File: src/rtl/mult_div_unit_pkg.sv
// Shared definitions for the iterative signed multiply/divide unit.
// State encoding, iteration count and small operand helpers.
package mult_div_unit_pkg;

    typedef logic [31:0] word_t;

    localparam logic [1:0] ST_IDLE = 2'b00;
    localparam logic [1:0] ST_MULT = 2'b01;
    localparam logic [1:0] ST_DIV  = 2'b10;
    localparam logic [1:0] ST_DONE = 2'b11;

    localparam int ITERATIONS = 32;

    function automatic word_t mag32(input word_t v);
        return v[31] ? (~v + 32'd1) : v;
    endfunction

endpackage

File: src/rtl/mult_div_unit_if.sv
// Operand/result bundle between the control unit and the mult/div unit.
// The control unit drives operands and starts; the unit returns results.
interface mult_div_unit_if;
    import mult_div_unit_pkg::*;

    word_t A;
    word_t B;
    logic  MultStart;
    logic  DivStart;
    logic  Busy;
    logic  Done;
    word_t Hi;
    word_t Lo;
    logic  DivZero;

    modport master (
        output A, B, MultStart, DivStart,
        input  Busy, Done, Hi, Lo, DivZero
    );

    modport slave (
        input  A, B, MultStart, DivStart,
        output Busy, Done, Hi, Lo, DivZero
    );

endinterface

File: src/rtl/mult_div_unit.sv
// Iterative signed multiply (radix-2 Booth) and restoring divide.
// Both share one 65-bit working register and a 5-bit step counter.
module mult_div_unit
    import mult_div_unit_pkg::*;
(
    input logic            Clock,
    input logic            Reset,
    mult_div_unit_if.slave bus
);

    logic [1:0]  state;
    logic [4:0]  cnt;
    logic [64:0] work;
    word_t       opa;
    word_t       opb;
    word_t       hi_q;
    word_t       lo_q;
    logic        divzero_q;

    logic        accept;
    logic        last;
    logic [32:0] sum;
    logic [32:0] trial;
    word_t       shrem;
    word_t       dmag;
    logic [64:0] nxt;
    word_t       res_hi;
    word_t       res_lo;

    // Starts are only looked at while not iterating; multiply wins.
    assign accept = ((state == ST_IDLE) || (state == ST_DONE)) &&
                    (bus.MultStart || bus.DivStart);
    assign last   = (cnt == 5'(ITERATIONS - 1));
    assign dmag   = mag32(opb);
    assign shrem  = {work[62:32], work[31]};

    // One Booth or restoring step, plus the signed result it would give.
    always_comb begin
        sum    = 33'd0;
        trial  = 33'd0;
        nxt    = work;
        res_hi = hi_q;
        res_lo = lo_q;
        if (state == ST_MULT) begin
            case (work[1:0])
                2'b01:   sum = {work[64], work[64:33]} + {opa[31], opa};
                2'b10:   sum = {work[64], work[64:33]} - {opa[31], opa};
                default: sum = {work[64], work[64:33]};
            endcase
            nxt    = {sum[32:1], sum[0], work[32:2], work[1]};
            res_hi = nxt[64:33];
            res_lo = nxt[32:1];
        end else if (state == ST_DIV) begin
            trial = {1'b0, shrem} - {1'b0, dmag};
            if (!trial[32])
                nxt = {1'b0, trial[31:0], work[30:0], 1'b1};
            else
                nxt = {1'b0, shrem, work[30:0], 1'b0};
            res_lo = (opa[31] ^ opb[31]) ? -nxt[31:0] : nxt[31:0];
            res_hi = opa[31] ? -nxt[63:32] : nxt[63:32];
        end
    end

    // Sequencing: accept a start, iterate 32 steps, publish, pulse Done.
    always_ff @(posedge Clock or posedge Reset) begin
        if (Reset) begin
            state     <= ST_IDLE;
            cnt       <= '0;
            work      <= '0;
            opa       <= '0;
            opb       <= '0;
            hi_q      <= '0;
            lo_q      <= '0;
            divzero_q <= 1'b0;
        end else begin
            case (state)
                ST_IDLE, ST_DONE: begin
                    state <= ST_IDLE;
                    if (accept) begin
                        opa       <= bus.A;
                        opb       <= bus.B;
                        cnt       <= '0;
                        divzero_q <= 1'b0;
                        if (bus.MultStart) begin
                            state <= ST_MULT;
                            work  <= {32'd0, bus.B, 1'b0};
                        end else if (bus.B == '0) begin
                            state     <= ST_DONE;
                            divzero_q <= 1'b1;
                        end else begin
                            state <= ST_DIV;
                            work  <= {33'd0, mag32(bus.A)};
                        end
                    end
                end
                ST_MULT, ST_DIV: begin
                    work <= nxt;
                    cnt  <= cnt + 5'd1;
                    if (last) begin
                        state <= ST_DONE;
                        hi_q  <= res_hi;
                        lo_q  <= res_lo;
                    end
                end
                default: state <= ST_IDLE;
            endcase
        end
    end

    assign bus.Busy    = (state == ST_MULT) || (state == ST_DIV);
    assign bus.Done    = (state == ST_DONE);
    assign bus.Hi      = hi_q;
    assign bus.Lo      = lo_q;
    assign bus.DivZero = divzero_q;

endmodule
File: src/flat_wrapper.sv
// flat-port wrapper written by rule: the top's interface ports become plain ports
module mult_div_unit_flat import mult_div_unit_pkg::*;
  (Clock, Reset, bus_A, bus_B, bus_MultStart, bus_DivStart, bus_Busy, bus_Done, bus_Hi, bus_Lo, bus_DivZero);
  mult_div_unit_if bus_i ();
  input logic Clock;
  input logic Reset;
  input wire logic [$bits(bus_i.A)-1:0] bus_A;
  input wire logic [$bits(bus_i.B)-1:0] bus_B;
  input wire logic [$bits(bus_i.MultStart)-1:0] bus_MultStart;
  input wire logic [$bits(bus_i.DivStart)-1:0] bus_DivStart;
  output wire logic [$bits(bus_i.Busy)-1:0] bus_Busy;
  output wire logic [$bits(bus_i.Done)-1:0] bus_Done;
  output wire logic [$bits(bus_i.Hi)-1:0] bus_Hi;
  output wire logic [$bits(bus_i.Lo)-1:0] bus_Lo;
  output wire logic [$bits(bus_i.DivZero)-1:0] bus_DivZero;
  assign bus_i.A = bus_A;
  assign bus_i.B = bus_B;
  assign bus_i.MultStart = bus_MultStart;
  assign bus_i.DivStart = bus_DivStart;
  assign bus_Busy = bus_i.Busy;
  assign bus_Done = bus_i.Done;
  assign bus_Hi = bus_i.Hi;
  assign bus_Lo = bus_i.Lo;
  assign bus_DivZero = bus_i.DivZero;
  mult_div_unit u_core (.Clock(Clock), .Reset(Reset), .bus(bus_i));
endmodule
File: config.mk
export PLATFORM = sky130hd
export DESIGN_NAME = mult_div_unit_flat
export DESIGN_NICKNAME = d
export VERILOG_FILES = /design/src/rtl/mult_div_unit_pkg.sv /design/src/rtl/mult_div_unit_if.sv /design/src/rtl/mult_div_unit.sv /design/src/flat_wrapper.sv
export SDC_FILE = /design/constraint.sdc
export NUM_CORES = 1
export LEC_CHECK = 0
export CORE_MARGIN = 2
export CORE_UTILIZATION = 55
export DETAILED_ROUTE_END_ITERATION = 12
export HOLD_SLACK_MARGIN = 0.03
export PLACE_DENSITY = 0.79
export SYNTH_ARGS = -nofsm -noshare
export SYNTH_HDL_FRONTEND = slang
export SYNTH_SLANG_ARGS = --single-unit
File: constraint.sdc
create_clock -name Clock -period 7.1 [get_ports Clock]
set_input_delay 1.42 -clock Clock [delete_from_list [all_inputs] [get_ports Clock]]
set_output_delay 1.42 -clock Clock [all_outputs]
set_load 0.01 [all_outputs]
== Word-level counts from Yosys, hierarchy flattened ==
Cells that the tools add are included.

* Add/subtract/negate cells: 8
* Equal/unequal tests: 10
* Muxes and demuxes: 27
* Bitwise logic cells: 3
* Reductions and logical operators: 12

{| class="wikitable"
|+ Operator list
! operator !! count
|-
| 65-bit two-way mux || 7
|-
| 32-bit two-way mux || 8
|-
| 65-bit case mux with 2 select lines || 1
|-
| 33-bit case mux with 2 select lines || 1
|-
| 32-bit by 32-bit subtractor with 33-bit output || 2
|-
| 32-bit by 1-bit adder with 32-bit output (second input constant) || 2
|-
| 64-bit two-way mux || 1
|-
| 32-bit negation || 2
|-
| 32-bit inverter || 2
|-
| 32-bit by 32-bit adder with 33-bit output || 1
|-
| 32-bit zero test || 1
|-
| 5-bit case mux with 2 select lines || 1
|-
| 2-bit equality test (second input constant) || 3
|-
| 2-bit two-way mux || 3
|-
| 3-bit AND reduction || 2
|-
| 5-bit by 1-bit adder with 5-bit output (second input constant) || 1
|-
| 5-bit equality test (second input constant) || 1
|-
| 5-bit two-way mux || 1
|-
| 2-bit by 1-bit equality test with 1-bit output (second input constant) || 2
|-
| 2-bit by 1-bit != test with 1-bit output (second input constant) || 2
|-
| 2-bit case mux with 2 select lines || 1
|-
| 2-bit OR reduction || 2
|-
| 1-bit logical OR || 3
|-
| 1-bit two-way mux || 3
|-
| 7 further kinds || 7
|}

* Bits in registers: 201
* Input port bits: 68
* Output and inout bits: 67
* Logic and storage cells: 68

== Longest topological paths before layout ==
* Word-level depth: 11
* Mapped depth: 33
* Gate-level depth less buffers: 29

== Worst setup path before layout ==
Ideal clock, no wire load.

* Path kind: flip-flop to flip-flop
* Start: register u_core.opb[3]
* End: register u_core.lo_q[28], in the netlist u_core.bus.Lo[28]
* Library setup time: 119 ps
* Data arrival time: 7,652 ps
* Data required time: 6,981 ps
* Setup slack: -671 ps
* Cell stages (with the launch flop): 34
* Path buffers: 5
* Clock period less this slack: 7,771 ps
* Cell sequence: dfrtp_1 > or3_1 > or2_1 > or3_1 > or2_1 > or3_1 > nor4_1 > nand2_1 > or4_1 > or4_4 > o21ai_0 > xor2_1 > ha_1 > clkbuf_1 > and4_1 > clkbuf_1 > a21o_1 > a221oi_4 > o21ai_2 > inv_1 > buf_2 > buf_1 > clkbuf_1 > ha_1 > nand2_1 > nor4_1 > and2_1 > inv_1 > o21ai_0 > o21ai_0 > nor2_1 > xor2_1 > o211ai_1 > o21a_1

* Word-level cells in the longest chain between the ends: 11

{| class="wikitable"
|+ Ends and longest elaborated chain
! item !! RTL line !! RTL
|-
| start, declared || mult_div_unit.sv:15 || <nowiki>word_t opb;</nowiki>
|-
| start signal, assigned || mult_div_unit.sv:81 || <nowiki>opb <= bus.B;</nowiki>
|-
| 32-bit inverter || mult_div_unit_pkg.sv:15 || <nowiki>return v[31] ? (~v + 32'd1) : v;</nowiki>
|-
| 32-bit by 1-bit adder with 32-bit output || mult_div_unit_pkg.sv:15 ||
|-
| 32-bit two-way mux (*) || mult_div_unit_pkg.sv:15 ||
|-
| 32-bit by 32-bit subtractor with 33-bit output (*) || mult_div_unit.sv:54 || <nowiki>trial = {1'b0, shrem} - {1'b0, dmag};</nowiki>
|-
| 64-bit two-way mux (*) || mult_div_unit.sv:55 || <nowiki>if (!trial[32])</nowiki>
|-
| 65-bit two-way mux (*) || mult_div_unit.sv:53 || <nowiki>end else if (state == ST_DIV) begin</nowiki>
|-
| 65-bit two-way mux (*) || mult_div_unit.sv:44 || <nowiki>if (state == ST_MULT) begin</nowiki>
|-
| 32-bit negation (*) || mult_div_unit.sv:59 || <nowiki>res_lo = (opa[31] ^ opb[31]) ? -nxt[31:0] : nxt[31:0];</nowiki>
|-
| 32-bit two-way mux (*) || mult_div_unit.sv:59 ||
|-
| 32-bit two-way mux (*) || mult_div_unit.sv:53 ||
|-
| 32-bit two-way mux (*) || mult_div_unit.sv:44 ||
|-
| end signal, assigned || mult_div_unit.sv:102 || <nowiki>lo_q <= res_lo;</nowiki>
|-
| end, declared || mult_div_unit.sv:17 || <nowiki>word_t lo_q;</nowiki>
|}

Every way passes the cells marked *; elsewhere a longest branch is shown, timed or not. The select of a mux whose other input is x is not followed.
A chain may end at the register's enable or synchronous reset.

== Final worst setup path ==
* Start: register u_core.opb[3]
* End: register u_core.hi_q[24], in the netlist u_core.bus.Hi[24]

* Word-level cells in the longest chain between the ends: 11

{| class="wikitable"
|+ Ends and longest elaborated chain
! item !! RTL line !! RTL
|-
| 32-bit inverter || mult_div_unit_pkg.sv:15 ||
|-
| 32-bit by 1-bit adder with 32-bit output || mult_div_unit_pkg.sv:15 ||
|-
| 32-bit two-way mux (*) || mult_div_unit_pkg.sv:15 ||
|-
| 32-bit by 32-bit subtractor with 33-bit output (*) || mult_div_unit.sv:54 ||
|-
| 64-bit two-way mux (*) || mult_div_unit.sv:55 ||
|-
| 65-bit two-way mux (*) || mult_div_unit.sv:53 ||
|-
| 65-bit two-way mux (*) || mult_div_unit.sv:44 ||
|-
| 32-bit negation || mult_div_unit.sv:60 || <nowiki>res_hi = opa[31] ? -nxt[63:32] : nxt[63:32];</nowiki>
|-
| 32-bit two-way mux (*) || mult_div_unit.sv:60 ||
|-
| 32-bit two-way mux (*) || mult_div_unit.sv:53 ||
|-
| 32-bit two-way mux (*) || mult_div_unit.sv:44 ||
|-
| end signal, assigned || mult_div_unit.sv:101 || <nowiki>hi_q <= res_hi;</nowiki>
|-
| end, declared || mult_div_unit.sv:16 || <nowiki>word_t hi_q;</nowiki>
|}

Marks and branches as above.

==> impl_metrics.csv <==
group,metric,value,unit
yosys,ys_ff_latch,201,
critical_path,cp_top_family,"simple AND/OR/NAND/NOR gates",
yosys,syn_area_per_cell,8.21,sq um
yosys,synth_top_family_by_area,"compound AO/OA/AOI/OAI gates",
timing,maxSlewViolCount,0,
timing,relSlewSlack,12.4,%
die,fp.dieH,180,um
worst_hold_path,min_path_type,"reg2reg",
drt,drc,0,
final_layout,area_growth,17.3,%
yosys,synth_top_area_share,29.5,%
drt,met2_length,27600,um
die,initial_core_util,55.8,%
drt,top_layer,"met5",
timing,tightest_slew,1.31,ns
die,die_area,32500,sq um
yosys,synth_nets,2225,
yosys,ys_warn_count,0,
yosys,synth_ff_type,"dfrtp_1",
critical_path,cp_num_buf_inv,0,
final_layout,drive_gt1_share,12.0,%
run,cap_viol_max_count,0,
yosys,synthAdderAreaFrac,5.73,%
critical_path,worstSetupPathType,"reg2reg",
drt,routed_wl,61900,um
drt,viasPerCell,6.68,
timing,period_needed,6.86,ns
cts,cts_made_buffers,24,
yosys,synth_xor_area_share,9.44,%
critical_path,crit_slowest_cell,"or4_4",
cts,cts_tree,"yes",
cts,hold_buffers,0,
yosys,syn_inst,2080,
yosys,syn-cell-area,17100,sq um
cts,cts-htree-levels,1,
yosys,synth_mux_area_share,8.16,%
yosys,synth_top_area_cell,"dfrtp_1",
die,core_area,30600,sq um
timing,whs,0.475,ns
drt,vias,17300,
global_route,grt.overflow.total,0,
yosys,synthArstFlopShare,100,%
yosys,ys_seq_area_share,29.5,%
critical_path,cp_max_fo,7,
critical_path,worst_ep_required_time,7.53,ns
yosys,synth_edf_count,0,
yosys,synth-simple-area-share,16.6,%
cts,cts-root-buf,"clkbuf_16",
timing,setup_viol,0,
worst_hold_path,holdCritStartpoint,"u_core.bus.Lo[1]",
global_route,antenna_found_initial,2,
drt,wl_met3,5380,um
critical_path,critPathCaptureType,"flip-flop",
yosys,synth.distinct_cells,83,
drt,drt_pass1_iterations,6,
yosys,synthTopCellsByArea,"dfrtp_1 29%, xnor2_1 5.9%, mux2_2 5.9%",
cts,clk_pin_slew_worst_paths,0.06,ns
critical_path,cp-startpoint,"u_core.opb[3]",
global_route,grt_usage,36.9,%
drt,wl_per_cell,24.0,um
die,num_io_pins,135,
timing,clock.fmax,0.146,GHz
placed_design,routabilityCongestion,1.02,
placed_design,io_buffers,134,
cts,clock_path_buffers,3,
critical_path,r2r_start,"u_core.opb[3]",
yosys,synth_compound_area_share,26.5,%
timing,finalClockSkew,0.0181,ns
global_route,grt_pass1_wl,94400,um
critical_path,cp-start-kind,"flip-flop",
drt,ant_nets,0,
drt,wl_met1,25600,um
drt,dr.first_iter.drc_count,1793,
timing,fin_tns_setup,0,ns
die,die_w,180,um
critical_path,slowest_delay,0.47,ns
cts,cts.sinks,201,
global_route,grt_start_max_net_pins,93,
critical_path,crit_arrival,7.29,ns
placed_design,hpwl,47300,um
timing,hold_violations,0,
timing,finalCritPeriodShare,96.7,%
cts,clock_latency,0.53,ns
final_layout,nNetsFinal,2318,
global_route,first_global_vias,16000,
die,rows,64,
status,status,"finished clean",
[state kept, by name (all words and copies together) (netlist names)]
name,flops
u_core.state,2
u_core.bus.Lo,32
u_core.opa,32
u_core.bus.Hi,32
u_core.cnt,5
u_core.work,65
u_core.opb,32
u_core.bus.DivZero,1
[cell usage after synthesis (all sizes together) (5+ instances only)]
library cell	n
a211oi	25
o41ai	14
and2	11
and3	16
nand2	217
a21oi	147
a22o	12
nor2b	15
nor3	36
o21a	25
nor2	157
nor4	28
a31oi	35
nand3	32
or2	13
or3	18
o21ai	207
a21o	24
nand2b	11
dfrtp	201
mux2i	38
o31ai	53
xnor2	116
ha	75
a21boi	7
inv	52
o22ai	46
nand4	10
o211ai	29
xor2	68
buf	23
o31a	9
a2bb2oi	7
a41oi	5
a221o	5
clkbuf	108
or4	18
mux2	90
o21bai	6
o2111ai	5
[final cells by class]
type | count | area [sq um]
clock inverter | 12 | 193
antenna | 1 | 2.50
inverter | 53 | 206
fill | 2621 | 10600
clock buffer | 28 | 657
tap | 396 | 495
sequential | 201 | 5030
timing repair buffer | 198 | 1820
multi-input combinational | 1695 | 11600
[what timing repair did]
action                     4_1_cts  5_1_grt
setup endpoints to repair        3       39
setup buffers                    3       10
resized for setup                1       36
pin swaps                        2       11
[routing by layer]
metal	vias up	GRT usage [%]
met3	187	4.87
li1	7877	-
met2	978	58.7
met1	8221	50.5
met4	2	16.4
met5	-	0
[worst paths after layout]
kind                                     end  slack [ns]  depth (start not counted)
max in group asynchronous     u_core.opb[20]        4.44                          3
hold / removal              u_core.bus.Lo[1]        0.48                          2
min in group asynchronous      u_core.cnt[1]        1.38                          2
setup reg to reg           u_core.bus.Hi[24]        0.24                         26
setup / recovery           u_core.bus.Hi[24]        0.24                         26
hold reg to reg             u_core.bus.Lo[1]        0.48                          2
[placed cells by master, fill, tap and decap left out, drive strengths merged, types with 38 or more instances in the layout]
cell / Yosys / final
clkdlybuf4s50: 0 / 134
o21ai: 207 / 207
ha: 75 / 75
o22ai: 46 / 46
xor2: 68 / 68
inv: 52 / 52
a21oi: 147 / 147
o31ai: 53 / 53
nand2: 217 / 217
mux2: 90 / 90
xnor2: 116 / 116
nor2: 157 / 157
buf: 23 / 64
dfrtp: 201 / 201
mux2i: 38 / 38
[logic make-up (layout without fill, tap and decap cells)]
family | count (synthesis) | in the layout
simple gates | 599 | 599
other cells | 0 | 1
mux | 128 | 128
buf+inv | 184 | 291
flops | 201 | 201
compound gates | 707 | 707
xor+xnor | 184 | 184
fa+ha+maj | 77 | 77
[worst reg2reg max path, stage by stage (launching register included)]
cell       delay [ns]
dfrtp_1          0.37
or3_1            0.38
or2_1            0.24
or3_4            0.33
or2_1            0.22
or3_4            0.36
nor4_2           0.14
nand2_1          0.12
or4_4            0.46
or4_4            0.47
o41ai_4          0.27
xor2_2           0.27
ha_4             0.27
and4_4           0.20
a21o_1           0.19
a221oi_4         0.35
o21ai_4          0.18
o21ai_4          0.22
ha_4             0.17
nand3_1          0.11
nor2_2           0.16
o2111ai_2        0.17
o41ai_4          0.14
o2111ai_4        0.23
o41a_1           0.37
xor2_1           0.15
o31ai_1          0.20
[metrics by stage]
step           utilization, %  cells  worst slack, ns  area [sq um]
2_1_floorplan               -   2080          -0.0180         17200
3_3_place_gp             61.8   2530            0.172         18900
6_report                 65.5   2584            0.238         20000
5_1_grt                  65.5   2583          -0.0450         20000
4_1_cts                  64.6   2573        -0.000391         19800
3_5_place_dp             61.8   2530         -0.00141         18900
Power is not shown: default switching activity piles up to over one toggle a cycle in this logic, so the estimate is an artifact.
